## config.mk

```make
export PLATFORM = sky130hd
export DESIGN_NAME = fetch_stage
export DESIGN_NICKNAME = d
export VERILOG_FILES = /design/src/rtl/y86_pkg.sv /design/src/rtl/fetch_split.sv /design/src/rtl/fetch_stage.sv
export SDC_FILE = /design/constraint.sdc
export NUM_CORES = 1
export LEC_CHECK = 0
export ABC_AREA = 0
export BUFFER_PORTS_ARGS = -buffer_cell sky130_fd_sc_hd__buf_2
export CAP_MARGIN = 20
export CORE_MARGIN = 10
export CORE_UTILIZATION = 30
export DETAILED_ROUTE_END_ITERATION = 7
export PLACE_DENSITY = 0.57
export SYNTH_ARGS = -nofsm -noshare
export SYNTH_HDL_FRONTEND = slang
export SYNTH_SLANG_ARGS = --single-unit
```

## constraint.sdc

```tcl
create_clock -name clk_i -period 5.88 [get_ports clk_i]
set_input_delay 0.882 -clock clk_i [delete_from_list [all_inputs] [get_ports clk_i]]
set_output_delay 0.882 -clock clk_i [all_outputs]
set_load 0.01 [all_outputs]
```

## src/rtl/y86_pkg.sv

```systemverilog
// Shared Y86-64 encodings: icodes, status codes, register sentinel and the F/D record type.
package y86_pkg;

    localparam logic [3:0] I_HALT   = 4'h0;
    localparam logic [3:0] I_NOP    = 4'h1;
    localparam logic [3:0] I_RRMOVQ = 4'h2;
    localparam logic [3:0] I_IRMOVQ = 4'h3;
    localparam logic [3:0] I_RMMOVQ = 4'h4;
    localparam logic [3:0] I_MRMOVQ = 4'h5;
    localparam logic [3:0] I_OPQ    = 4'h6;
    localparam logic [3:0] I_JXX    = 4'h7;
    localparam logic [3:0] I_CALL   = 4'h8;
    localparam logic [3:0] I_RET    = 4'h9;
    localparam logic [3:0] I_PUSHQ  = 4'hA;
    localparam logic [3:0] I_POPQ   = 4'hB;

    localparam logic [2:0] STAT_AOK = 3'd1;
    localparam logic [2:0] STAT_HLT = 3'd2;
    localparam logic [2:0] STAT_ADR = 3'd3;
    localparam logic [2:0] STAT_INS = 3'd4;

    localparam logic [3:0] REG_NONE = 4'hF;

    typedef struct packed {
        logic [3:0]  icode;
        logic [3:0]  ifun;
        logic [3:0]  ra;
        logic [3:0]  rb;
        logic [63:0] valc;
        logic [63:0] valp;
        logic [2:0]  stat;
    } d_reg_t;

    localparam d_reg_t D_BUBBLE = '{
        icode: I_NOP,
        ifun:  4'h0,
        ra:    REG_NONE,
        rb:    REG_NONE,
        valc:  64'd0,
        valp:  64'd0,
        stat:  STAT_AOK
    };

    function automatic logic need_regids(input logic [3:0] icode);
        return (icode == I_RRMOVQ) || (icode == I_IRMOVQ) || (icode == I_RMMOVQ) ||
               (icode == I_MRMOVQ) || (icode == I_OPQ)    || (icode == I_PUSHQ)  ||
               (icode == I_POPQ);
    endfunction

    function automatic logic need_valc(input logic [3:0] icode);
        return (icode == I_IRMOVQ) || (icode == I_RMMOVQ) || (icode == I_MRMOVQ) ||
               (icode == I_JXX)    || (icode == I_CALL);
    endfunction

endpackage

```

## src/rtl/fetch_split.sv

```systemverilog
// Combinational splitter: turns the 10-byte instruction window at i_pc into a decode record.
module fetch_split
    import y86_pkg::*;
(
    input  logic [63:0] i_pc,
    input  logic [79:0] i_data,
    input  logic        i_imem_error,
    output d_reg_t      o_rec
);

    logic [3:0]  w_icode;
    logic [3:0]  w_ifun;
    logic        w_need_regids;
    logic        w_need_valc;
    logic        w_instr_valid;

    always_comb begin
        w_icode = i_data[7:4];
        w_ifun  = i_data[3:0];
        if (i_imem_error) begin
            w_icode = I_NOP;
            w_ifun  = 4'h0;
        end
    end

    assign w_need_regids = need_regids(w_icode);
    assign w_need_valc   = need_valc(w_icode);
    assign w_instr_valid = (w_icode <= I_POPQ);

    always_comb begin
        o_rec       = D_BUBBLE;
        o_rec.icode = w_icode;
        o_rec.ifun  = w_ifun;
        o_rec.ra    = w_need_regids ? i_data[15:12] : REG_NONE;
        o_rec.rb    = w_need_regids ? i_data[11:8]  : REG_NONE;
        // valC sits right after the register byte when there is one.
        if (w_need_valc) begin
            o_rec.valc = w_need_regids ? i_data[79:16] : i_data[71:8];
        end else begin
            o_rec.valc = 64'd0;
        end
        o_rec.valp = i_pc + 64'd1 + {63'd0, w_need_regids} + (w_need_valc ? 64'd8 : 64'd0);
        if (i_imem_error) begin
            o_rec.stat = STAT_ADR;
        end else if (!w_instr_valid) begin
            o_rec.stat = STAT_INS;
        end else if (w_icode == I_HALT) begin
            o_rec.stat = STAT_HLT;
        end else begin
            o_rec.stat = STAT_AOK;
        end
    end

endmodule

```

## src/rtl/fetch_stage.sv

```systemverilog
// Y86-64 fetch stage with PC selection, prediction, sticky halt and the F/D register.
// Optional FETCH_PERF_CNT_EN adds saturating fetch/bubble counters.
module fetch_stage
    import y86_pkg::*;
#(
    parameter logic [63:0] RESET_PC = 64'd0
) (
    input  logic        clk_i,
    input  logic        rst_n_i,
    output logic [63:0] imem_addr_o,
    input  logic [79:0] imem_data_i,
    input  logic        imem_error_i,
    input  logic [3:0]  M_icode_i,
    input  logic        M_cnd_i,
    input  logic [63:0] M_valA_i,
    input  logic [3:0]  W_icode_i,
    input  logic [63:0] W_valM_i,
    input  logic        F_stall_i,
    input  logic        D_stall_i,
    input  logic        D_bubble_i,
    output logic [3:0]  D_icode_o,
    output logic [3:0]  D_ifun_o,
    output logic [3:0]  D_rA_o,
    output logic [3:0]  D_rB_o,
    output logic [63:0] D_valC_o,
    output logic [63:0] D_valP_o,
    output logic [2:0]  D_stat_o,
    output logic        f_halted_o,
    output logic [31:0] perf_fetch_o,
    output logic [31:0] perf_bubble_o
);

    logic [63:0] r_pred_pc;
    d_reg_t      r_d;
    logic        r_halted;

    logic        w_mispredict;
    logic        w_ret;
    logic        w_redirect;
    logic [63:0] w_f_pc;
    d_reg_t      w_rec;
    logic [63:0] w_prediction;
    logic        w_fetch_en;
    logic        w_d_load;

    assign w_mispredict = (M_icode_i == I_JXX) && !M_cnd_i;
    assign w_ret        = (W_icode_i == I_RET);
    assign w_redirect   = w_mispredict || w_ret;
    assign w_f_pc       = w_mispredict ? M_valA_i : (w_ret ? W_valM_i : r_pred_pc);

    fetch_split u_split (
        .i_pc         (w_f_pc),
        .i_data       (imem_data_i),
        .i_imem_error (imem_error_i),
        .o_rec        (w_rec)
    );

    assign w_prediction = ((w_rec.icode == I_JXX) || (w_rec.icode == I_CALL)) ?
                          w_rec.valc : w_rec.valp;
    // A redirect restarts fetch even while halted.
    assign w_fetch_en   = !r_halted || w_redirect;
    assign w_d_load     = !D_stall_i && !D_bubble_i && w_fetch_en;

    always_ff @(posedge clk_i or negedge rst_n_i) begin
        if (!rst_n_i) begin
            r_pred_pc <= RESET_PC;
        end else if (!F_stall_i && w_fetch_en) begin
            r_pred_pc <= w_prediction;
        end
    end

    always_ff @(posedge clk_i or negedge rst_n_i) begin
        if (!rst_n_i) begin
            r_d <= D_BUBBLE;
        end else if (!D_stall_i) begin
            r_d <= w_d_load ? w_rec : D_BUBBLE;
        end
    end

    always_ff @(posedge clk_i or negedge rst_n_i) begin
        if (!rst_n_i) begin
            r_halted <= 1'b0;
        end else if (w_d_load && (w_rec.stat != STAT_AOK)) begin
            r_halted <= 1'b1;
        end else if (w_redirect) begin
            r_halted <= 1'b0;
        end
    end

`ifdef FETCH_PERF_CNT_EN
    logic [31:0] r_perf_fetch;
    logic [31:0] r_perf_bubble;
    logic        w_d_bubble;

    assign w_d_bubble = !D_stall_i && !w_d_load;

    always_ff @(posedge clk_i or negedge rst_n_i) begin
        if (!rst_n_i) begin
            r_perf_fetch  <= 32'd0;
            r_perf_bubble <= 32'd0;
        end else begin
            if (w_d_load && (r_perf_fetch != 32'hFFFF_FFFF)) begin
                r_perf_fetch <= r_perf_fetch + 32'd1;
            end
            if (w_d_bubble && (r_perf_bubble != 32'hFFFF_FFFF)) begin
                r_perf_bubble <= r_perf_bubble + 32'd1;
            end
        end
    end

    assign perf_fetch_o  = r_perf_fetch;
    assign perf_bubble_o = r_perf_bubble;
`else
    assign perf_fetch_o  = 32'd0;
    assign perf_bubble_o = 32'd0;
`endif

    assign imem_addr_o = w_f_pc;
    assign D_icode_o   = r_d.icode;
    assign D_ifun_o    = r_d.ifun;
    assign D_rA_o      = r_d.ra;
    assign D_rB_o      = r_d.rb;
    assign D_valC_o    = r_d.valc;
    assign D_valP_o    = r_d.valp;
    assign D_stat_o    = r_d.stat;
    assign f_halted_o  = r_halted;

endmodule

```

Yosys cells after proc, flatten, opt, wreduce, memory -nomap -nowiden
Index checks and enable logic that the tools add are counted.
{"block": "totals", "ff_bits": 212, "wordCells": 66, "inputBits": 223, "output_inout_bits": 276}
{"block": "classes", "eq_ne": 12, "muxes": 16, "order_cmp": 1, "n_reduce_logical": 25, "n_addsub": 3}
{"cell": "$mux 64", "n": 5}
{"cell": "$mux 147", "n": 1}
{"cell": "$add 64x1->64", "n": 1}
{"cell": "$add 64x1->64 const B", "n": 1}
{"cell": "$add 64x64->64", "n": 1}
{"cell": "$eq 4x3->1 const B", "n": 5}
{"cell": "$mux 4", "n": 5}
{"cell": "$eq 4x4->1 const B", "n": 4}
{"cell": "$logic_or 1x1->1", "n": 13}
{"cell": "$eq 4x2->1 const B", "n": 2}
{"cell": "$mux 3", "n": 2}
{"cell": "$logic_and 1x1->1", "n": 5}
{"cell": "$logic_not 1->1", "n": 5}
{"cell": "$le 4x4->1 const B", "n": 1}
{"cell": "$logic_not 4->1", "n": 1}
{"cell": "$ne 3x1->1 const B", "n": 1}
{"cell": "$mux 1", "n": 2}
{"cell": "$mux 2", "n": 1}
{"cell": "$reduce_bool 2->1", "n": 1}

Longest topological paths before layout
Gate-level depths: netlist of run 1.
{"block": "logic_depth", "word_depth": 11, "mapped_depth": 22}

Hierarchy
Synthesis of run 1 repeated with hierarchy kept, for this count alone.
{"block": "unflattened", "hier_cells": 1596, "hier_area_um2": 13774.5}
{"mod": "fetch_stage", "cells_each": 1121, "n_inst": 1, "area_each_um2": 11138.2}
{"mod": "fetch_split", "cells_each": 475, "n_inst": 1, "area_each_um2": 2636.3}

Worst setup path after synthesis of run 1
Ideal clock, no wire load.
{"block": "synth_timing", "path_type": "input-to-reg", "from": "input port M_icode_i[3]", "to": "register r_d, in the netlist D_valP_o[29]", "n_path_buf": 7, "slack_ps": 258, "cell_stages": 20, "arrival_ps": 5498, "required_ps": 5756, "path_cell_list": "nand4b_4 > or2_1 > buf_6 > buf_6 > buf_6 > buf_2 > clkbuf_1 > clkbuf_1 > buf_1 > nor2_1 > a31oi_1 > ha_1 > nand2b_1 > o41ai_2 > a41oi_2 > a2111oi_4 > nand4_4 > or4b_4 > and3_1 > a211o_1"}
{"block": "synth_between", "elab_chain_len": 7}
{"element": "start: declaration", "line_no": "fetch_stage.sv:13", "source": "input logic [3:0] M_icode_i,"}
{"element": "$eq 4x3->1", "line_no": "fetch_stage.sv:46", "source": "assign w_mispredict = (M_icode_i == I_JXX) && !M_cnd_i;"}
{"element": "$logic_and 1x1->1", "line_no": "fetch_stage.sv:46"}
{"element": "$mux 64", "line_no": "fetch_stage.sv:49", "source": "assign w_f_pc = w_mispredict ? M_valA_i : (w_ret ? W_valM_i : r_pred_pc);"}
{"element": "net imem_addr_o[3]", "line_no": "fetch_stage.sv:10", "source": "output logic [63:0] imem_addr_o,"}
{"element": "$add 64x1->64 (2 in series)", "line_no": "fetch_split.sv:42", "source": "o_rec.valp = i_pc + 64'd1 + {63'd0, w_need_regids} + (w_need_valc ? 64'd8 : 64'd0);"}
{"element": "$add 64x64->64", "line_no": "fetch_split.sv:42"}
{"element": "$mux 147", "line_no": "fetch_stage.sv:76", "source": "r_d <= w_d_load ? w_rec : D_BUBBLE;"}
{"element": "end signal: assignment", "line_no": "fetch_stage.sv:76"}
{"element": "end: declaration", "line_no": "fetch_stage.sv:34", "source": "d_reg_t r_d;"}
The timed path passes the listed nets, and every way through them passes these cells.
A chain may end at the register's enable or synchronous reset.

Worst setup path in the final report of run 1
{"block": "layout_timing", "from": "input port M_icode_i[3]", "to": "register r_d, in the netlist D_valP_o[31]"}
{"block": "layout_between", "elab_chain_len": 7}
{"element": "$eq 4x3->1 (*)", "line_no": "fetch_stage.sv:46"}
{"element": "$logic_and 1x1->1 (*)", "line_no": "fetch_stage.sv:46"}
{"element": "$mux 64", "line_no": "fetch_stage.sv:49"}
{"element": "$add 64x1->64 (2 in series)", "line_no": "fetch_split.sv:42"}
{"element": "$add 64x64->64", "line_no": "fetch_split.sv:42"}
{"element": "$mux 147 (*)", "line_no": "fetch_stage.sv:76"}
Every way passes the cells marked *; elsewhere a longest branch is shown, timed or not.

==> impl_metrics.ini, run 1 <==
[run_status]
outcome = completed

[drt]
vias = 14700
postRouteAntennaNets = 0
post-route-drc-count = 0
detail_route.wl_per_cell_um = 25.9
dr.pass1.iters = 6
drtIter0Drc = 1661
vias_per_cell = 5.49
drt-total-wl_um = 69200

[setup_path]
critPathRequiredTime_ns = 6.31
path_class = primary input to flip-flop
endpoint_kind = flip-flop
cp-start-kind = primary input
ff2ff_setup_slack_ns = 2.03
crit_fanout = 18
arrival_ns = 4.85

[clock_tree]
tritoncts = yes
insertion_delay_ns = 0.56
cts_max_path_buffers = 3
clk_pin_slew_ns = 0.06
cts.sinks = 212
numCtsBuffers = 27
ctsResizeCount = 0
postCtsSetupBuffers = 0
root_buffer = clkbuf_16
hold_buffers = 0
htreeDepth = 1

[global_routing]
grt_pass1_wl_um = 98700
grt_antenna_before_repair = 4
grt_overflow_total = 0
grt_start_max_net_pins = 112
first_global_vias = 14600
grtUsageTotal_pct = 23.9

[final_layout]
regArea_mm2 = 0.00532
mostFrequentLayoutCell = buf_2
finalNetCount = 2277
drive_above_1_share_pct = 27.9
final_area_mm2 = 0.0171
fillers = 4795
area_delta_synth_final_pct = 24.6
final_cell_mix = buf_2 (432), nand2_1 (381), dfrtp_1 (202), a21oi_1 (118), nor2_1 (98)
multiInputGateArea_mm2 = 0.00750

[timing]
finalHoldViolCount = 0
grt_setup_unrepaired = no
setup_tns_ns = 0
relSlewSlack_pct = 24.7
slew_violations = 0
min_period_over_period_pct = 75.2
tightest_slew_ns = 1.13
fin_crit_ns = 4.42
whs_ns = 0.365
finalClockSkew_ns = 0.0174
setup_viol = 0
max_freq_mhz = 226

[floorplan]
die_area_mm2 = 0.0547
dieWidth_um = 234
ioPinCount = 499
initial_core_util_pct = 30.3
die_h_um = 234
rows = 78
core_area_mm2 = 0.0453

[logic_synthesis]
ys_seq_area_share_pct = 38.8
synth_edf_count = 0
async_flop_share_pct = 100
syn_inst = 1680
yosysWarningCount = 0
syn-cell-area_mm2 = 0.0137
ys.flop_type = dfrtp_1
avgSynthCellArea_um2 = 8.16
ys_ff_latch = 212
synthDistinctLibCells = 72

[power]
powerDensity_mw_per_mm2 = 338
p_leak_nw = 8.47
peakVddDrop_mv = 0.228
power_w = 0.00578

[hold_path]
hold_path_class = primary input to async pin

[placed_design]
gp_congestion = 0.910
dpl-instance-area_mm2 = 0.0162
place_hpwl_um = 52300
io_buffers = 434

[run]
drv_cap = 0
routing by layer:
metal  vias up  global-route usage (%)  routed length [um]
met5         -                       0                   0
met4         0                    9.61                3050
met3       101                    4.71                5460
met1      7234                    28.4               26500
met2       773                    41.8               34200
li1       6587                       -                   -
final cells by class:
class	instances	area share (%)
multi-input combinational	1304	43.9
sequential	212	31.1
timing repair buffer	465	14.4
clock buffer	39	4.68
tap	600	4.39
inverter	41	0.900
clock inverter	10	0.600
antenna	4	0.0586
cell usage after synthesis, drive strengths merged (4+ instances only):
| cell type | instances | share of area (%) |
|---|---|---|
| nand2 | 382 | 10 |
| dfrtp | 202 | 37 |
| a21oi | 119 | 4.3 |
| buf | 101 | 5.1 |
| nor2 | 101 | 2.8 |
| clkbuf | 85 | 2.3 |
| a22o | 84 | 5.4 |
| o21ai | 75 | 2.7 |
| nor3 | 69 | 2.5 |
| nand3 | 55 | 2.0 |
| mux2i | 50 | 3.7 |
| inv | 41 | 1.1 |
| a31oi | 39 | 1.9 |
| xnor2 | 34 | 2.2 |
| a22oi | 32 | 1.8 |
| nor4 | 31 | 2.0 |
| a221o | 19 | 1.4 |
| nand4 | 16 | 0.84 |
| a21o | 15 | 0.82 |
| or3 | 14 | 0.64 |
| dfstp | 10 | 1.9 |
| a211oi | 8 | 0.44 |
| mux2 | 8 | 0.66 |
| a31o | 7 | 0.45 |
| nand2b | 7 | 0.32 |
| or2 | 7 | 0.32 |
| a211o | 6 | 0.38 |
| and3 | 6 | 0.27 |
| nor3b | 6 | 0.36 |
| nand3b | 5 | 0.27 |
| a311oi | 4 | 0.26 |
| and2 | 4 | 0.18 |
| nor4b | 4 | 0.47 |
cells by family (layout without fill, tap and decap cells):
family,Yosys count,count (layout),synth area share (%)
adder cells (fa/ha/maj),3,3,0.274
flip-flops,212,212,38.8
XOR/XNOR,37,37,2.36
buffers and inverters,227,555,8.58
AO/OA/AOI/OAI,423,423,21.1
AND/OR/NAND/NOR,719,719,24.6
multiplexers,58,58,4.33
other,1,68,0.0273
registers in the layout, summed over array words and instances (netlist names):
signal / cells
D_icode_o: 4
D_ifun_o: 4
D_rA_o: 4
D_rB_o: 4
D_stat_o: 3
D_valC_o: 64
D_valP_o: 64
f_halted_o: 1
r_pred_pc: 64
worst max-delay path, stage by stage:
cell and delay (ns):
buf_2 0.10, nand4b_4 0.29, or2_4 0.35, nor2_1 0.09, a31oi_1 0.07, ha_1 0.42
nand2b_1 0.10, o41ai_2 0.33, a41oi_2 0.12, a2111oi_4 0.44, nand4_4 0.49, or4_4 0.69
and3_1 0.20, a211o_1 0.26
metrics by stage:
step	utilization [%]	std cells	worst slack [ns]
after floorplan	-	1743	0.258
after global placement	35.7	2622	1.03
after detailed placement	35.7	2622	0.896
after CTS	37.7	2671	1.48
after global routing	37.7	2672	1.26
final	37.7	2675	1.46
report_power, final:
part           switching, W  total [W]  internal, W
clock network      0.000701    0.00173      0.00103
logic               0.00135    0.00210     0.000750
registers          0.000231    0.00196      0.00173
total               0.00228    0.00578      0.00350
worst paths after layout:
path / startpoint / end / cells after the start
min in group clk_i: D_rA_o[3]$_DFFE_PN1N_ / D_rA_o[3]$_DFFE_PN1N_ / 2
min reg2reg: D_rA_o[3]$_DFFE_PN1N_ / D_rA_o[3]$_DFFE_PN1N_ / 2
max in group asynchronous: rst_n_i / D_valP_o[56]$_DFFE_PN0N_ / 2
max reg2reg: r_pred_pc[0]$_DFFE_PN0P_ / D_valP_o[60]$_DFFE_PN0N_ / 15
max: M_icode_i[3] / D_valP_o[31]$_DFFE_PN0N_ / 14
min: rst_n_i / D_valP_o[10]$_DFFE_PN0N_ / 1
(Power assumes the default switching activity.)
==> inputs of run 2 (changes only) <==
--- a/config.mk
+++ b/config.mk
@@ -5,13 +5,13 @@
 export SDC_FILE = /design/constraint.sdc
 export NUM_CORES = 1
 export LEC_CHECK = 0
-export ABC_AREA = 0
+export ABC_AREA = 1
 export BUFFER_PORTS_ARGS = -buffer_cell sky130_fd_sc_hd__buf_2
 export CAP_MARGIN = 20
 export CORE_MARGIN = 10
 export CORE_UTILIZATION = 30
 export DETAILED_ROUTE_END_ITERATION = 7
-export PLACE_DENSITY = 0.57
+export PLACE_DENSITY = 0.56
 export SYNTH_ARGS = -nofsm -noshare
 export SYNTH_HDL_FRONTEND = slang
 export SYNTH_SLANG_ARGS = --single-unit
==> constraint.sdc (replaced) <==
create_clock -name clk_i -period 4.6 [get_ports clk_i]
set_input_delay 0.69 -clock clk_i [delete_from_list [all_inputs] [get_ports clk_i]]
set_output_delay 0.69 -clock clk_i [all_outputs]
set_load 0.01 [all_outputs]
==> run 2 against run 1 <==
Synthesized area rose by 9.0%; synthesized cell count rose by 40%; sequential power rose by 26%; sequential share of layout area fell by 2.2 points; clock skew fell by 0.0095 ns; final cell count rose by 27%; power rose by 41%; non-clock buffer count rose by 3; routed wire length rose by 16%; worst hold slack got worse by 0.24 ns; global-route usage rose by 2.1 points; via count rose by 18%; highest routed layer is now met5.
==> impl_metrics.ini, run 2 <==
[run_status]
outcome = completed

[floorplan]
die_area_mm2 = 0.0592
ioPinCount = 499
core_area_mm2 = 0.0492
initial_core_util_pct = 30.4
dieWidth_um = 243
rows = 81
die_h_um = 243

[setup_path]
cp-start-kind = primary input
crit_fanout = 36
r2r-end = r_pred_pc[16]$_DFFE_PN0P_
endpoint_kind = primary output
ff2ff_setup_slack_ns = 1.70
path_class = primary input to primary output
regToRegStartpoint = r_pred_pc[0]$_DFFE_PN0P_
critPathRequiredTime_ns = 3.91
rr_worst_depth = 17
arrival_ns = 2.74

[clock_tree]
postCtsSetupBuffers = 0
cts_max_path_buffers = 3
clk_pin_slew_ns = 0.06
insertion_delay_ns = 0.59
tritoncts = yes
hold_buffers = 0
cts.sinks = 212
htreeDepth = 1
root_buffer = clkbuf_16
ctsResizeCount = 0
numCtsBuffers = 27

[placed_design]
place_ws_ns = 0.758
dpl-instance-area_mm2 = 0.0174
place_hpwl_um = 64300
gp_congestion = 0.995
io_buffers = 434

[logic_synthesis]
syn_inst = 2347
synth_most_common_cell = nand2_1
synthDistinctLibCells = 39
ys_seq_area_share_pct = 35.6
avgSynthCellArea_um2 = 6.37
yosys.area.top_type_share_pct = 33.8
synth_common_cells = nand2_1 (1015), nand3_1 (210), dfrtp_1 (202)
async_flop_share_pct = 100
ys_ff_latch = 212
ys.flop_type = dfrtp_1
synth_edf_count = 0
syn-cell-area_mm2 = 0.0150
synth_top_cell_by_area = dfrtp_1
yosysWarningCount = 0
synth_area_leaders = dfrtp_1 (34%), nand2_1 (25%), nand3_1 (7.0%), nor2_1 (4.8%), inv_1 (4.0%)

[power]
p_leak_nw = 10.1
p_comb_share_pct = 41.7
seqPwrFrac_pct = 30.1
power.switching_w = 0.00361
p_clk_share_pct = 28.2
powerDensity_mw_per_mm2 = 444
peakVddDrop_mv = 0.266
p_int_w = 0.00456
switching_share_pct = 44.2

[timing]
setup_slack_ns = 1.17
max_freq_mhz = 291
min_period_over_period_pct = 74.7
whs_ns = 0.130
tightest_slew_ns = 1.17
setup_viol = 0
slew_violations = 0
setup_tns_ns = 0
finalClockSkew_ns = 0.00791
fin_crit_ns = 3.43
finalHoldViolCount = 0
relSlewSlack_pct = 22.3
grt_setup_unrepaired = no

[final_layout]
area_delta_synth_final_pct = 22.9
drive_above_1_share_pct = 21.5
regArea_mm2 = 0.00532
final_cell_mix = nand2_1 (1013), buf_2 (432), nand3_1 (210), dfrtp_1 (202), nor2_1 (189)
mostFrequentLayoutCell = nand2_1
multiInputGateArea_mm2 = 0.00820
fillers = 5412
final_area_mm2 = 0.0184
finalNetCount = 2950

[global_routing]
grt_antenna_before_repair = 9
grtUsageTotal_pct = 26.0
grt_start_max_net_pins = 115
first_global_vias = 17000
grt_overflow_total = 0
grt_pass1_wl_um = 117000

[drt]
post-route-drc-count = 0
dr.pass1.iters = 5
vias = 17400
drtIter0Drc = 1769
vias_per_cell = 5.09
drt-total-wl_um = 80400
postRouteAntennaNets = 0
detail_route.wl_per_cell_um = 23.6

[hold_path]
hold_path_class = primary input to async pin

[run]
drv_cap = 0
-- run 2: kinds of logic after synthesis --
logic type	count (synthesis)	synth area share, %
buffers and inverters	351	11.4
AO/OA/AOI/OAI	270	10.9
AND/OR/NAND/NOR	1486	40.5
flip-flops	212	35.6
XOR/XNOR	23	1.35
other	1	0.0251
adder cells (fa/ha/maj)	4	0.318
-- run 2: cell type report --
| class | instances | area share [%] |
|---|---|---|
| diodes | 1 | 0.0136 |
| clock buffers | 36 | 4.19 |
| clock inverters | 14 | 0.926 |
| inverters | 168 | 3.44 |
| multi-input cells | 1847 | 44.6 |
| flip-flops and latches | 212 | 28.9 |
| well taps | 664 | 4.52 |
| repair buffers | 468 | 13.4 |
-- run 2: how the worst max path moves through the flow --
stage,endpoint,cells past startpoint,from
final,imem_addr_o[32],9,W_icode_i[2]
after global routing,r_pred_pc[28]$_DFFE_PN0P_,21,W_icode_i[2]
after CTS,imem_addr_o[40],10,W_icode_i[2]
after detailed placement,r_pred_pc[55]$_DFFE_PN0P_,17,W_icode_i[2]
after global placement,r_pred_pc[57]$_DFFE_PN0P_,17,W_icode_i[2]
after floorplan,r_pred_pc[24]$_DFFE_PN0P_,22,M_icode_i[2]
-- run 2: critical path: stages --
cell,delay [ns]
buf_2,0.11
nor2_4,0.11
buf_4,0.37
buf_4,0.48
nand3_1,0.27
nand2_1,0.13
nand2_1,0.05
nand2_1,0.25
buf_2,0.21
-- run 2: layer usage --
layer	global-route usage (%)	routed length [um]	share of wire, %	up-vias
met5	0	68	0.085	-
met4	6.16	1970	2.4	10
met3	4.81	6340	7.9	103
met2	40.5	35800	45	777
met1	36.5	36200	45	8351
li1	-	-	-	8109
-- run 2: power groups by stage --
stage / logic, W / registers (W) / clock network (W)
3_3_place_gp: 0.00337 / 0.00247 / 0
6_report: 0.00341 / 0.00246 / 0.00230
4_1_cts: 0.00338 / 0.00245 / 0.00235
2_1_floorplan: 0.00184 / 0.00248 / 0
5_1_grt: 0.00374 / 0.00249 / 0.00241
3_5_place_dp: 0.00336 / 0.00248 / 0
-- run 2: through the flow --
step           power [W]  std cells  utilization (%)
6_report         0.00817       3410             37.4
5_1_grt          0.00864       3409             37.4
4_1_cts          0.00818       3409             37.4
3_5_place_dp     0.00585       3359             35.5
3_3_place_gp     0.00584       3359             35.5
2_1_floorplan    0.00432       2410                -
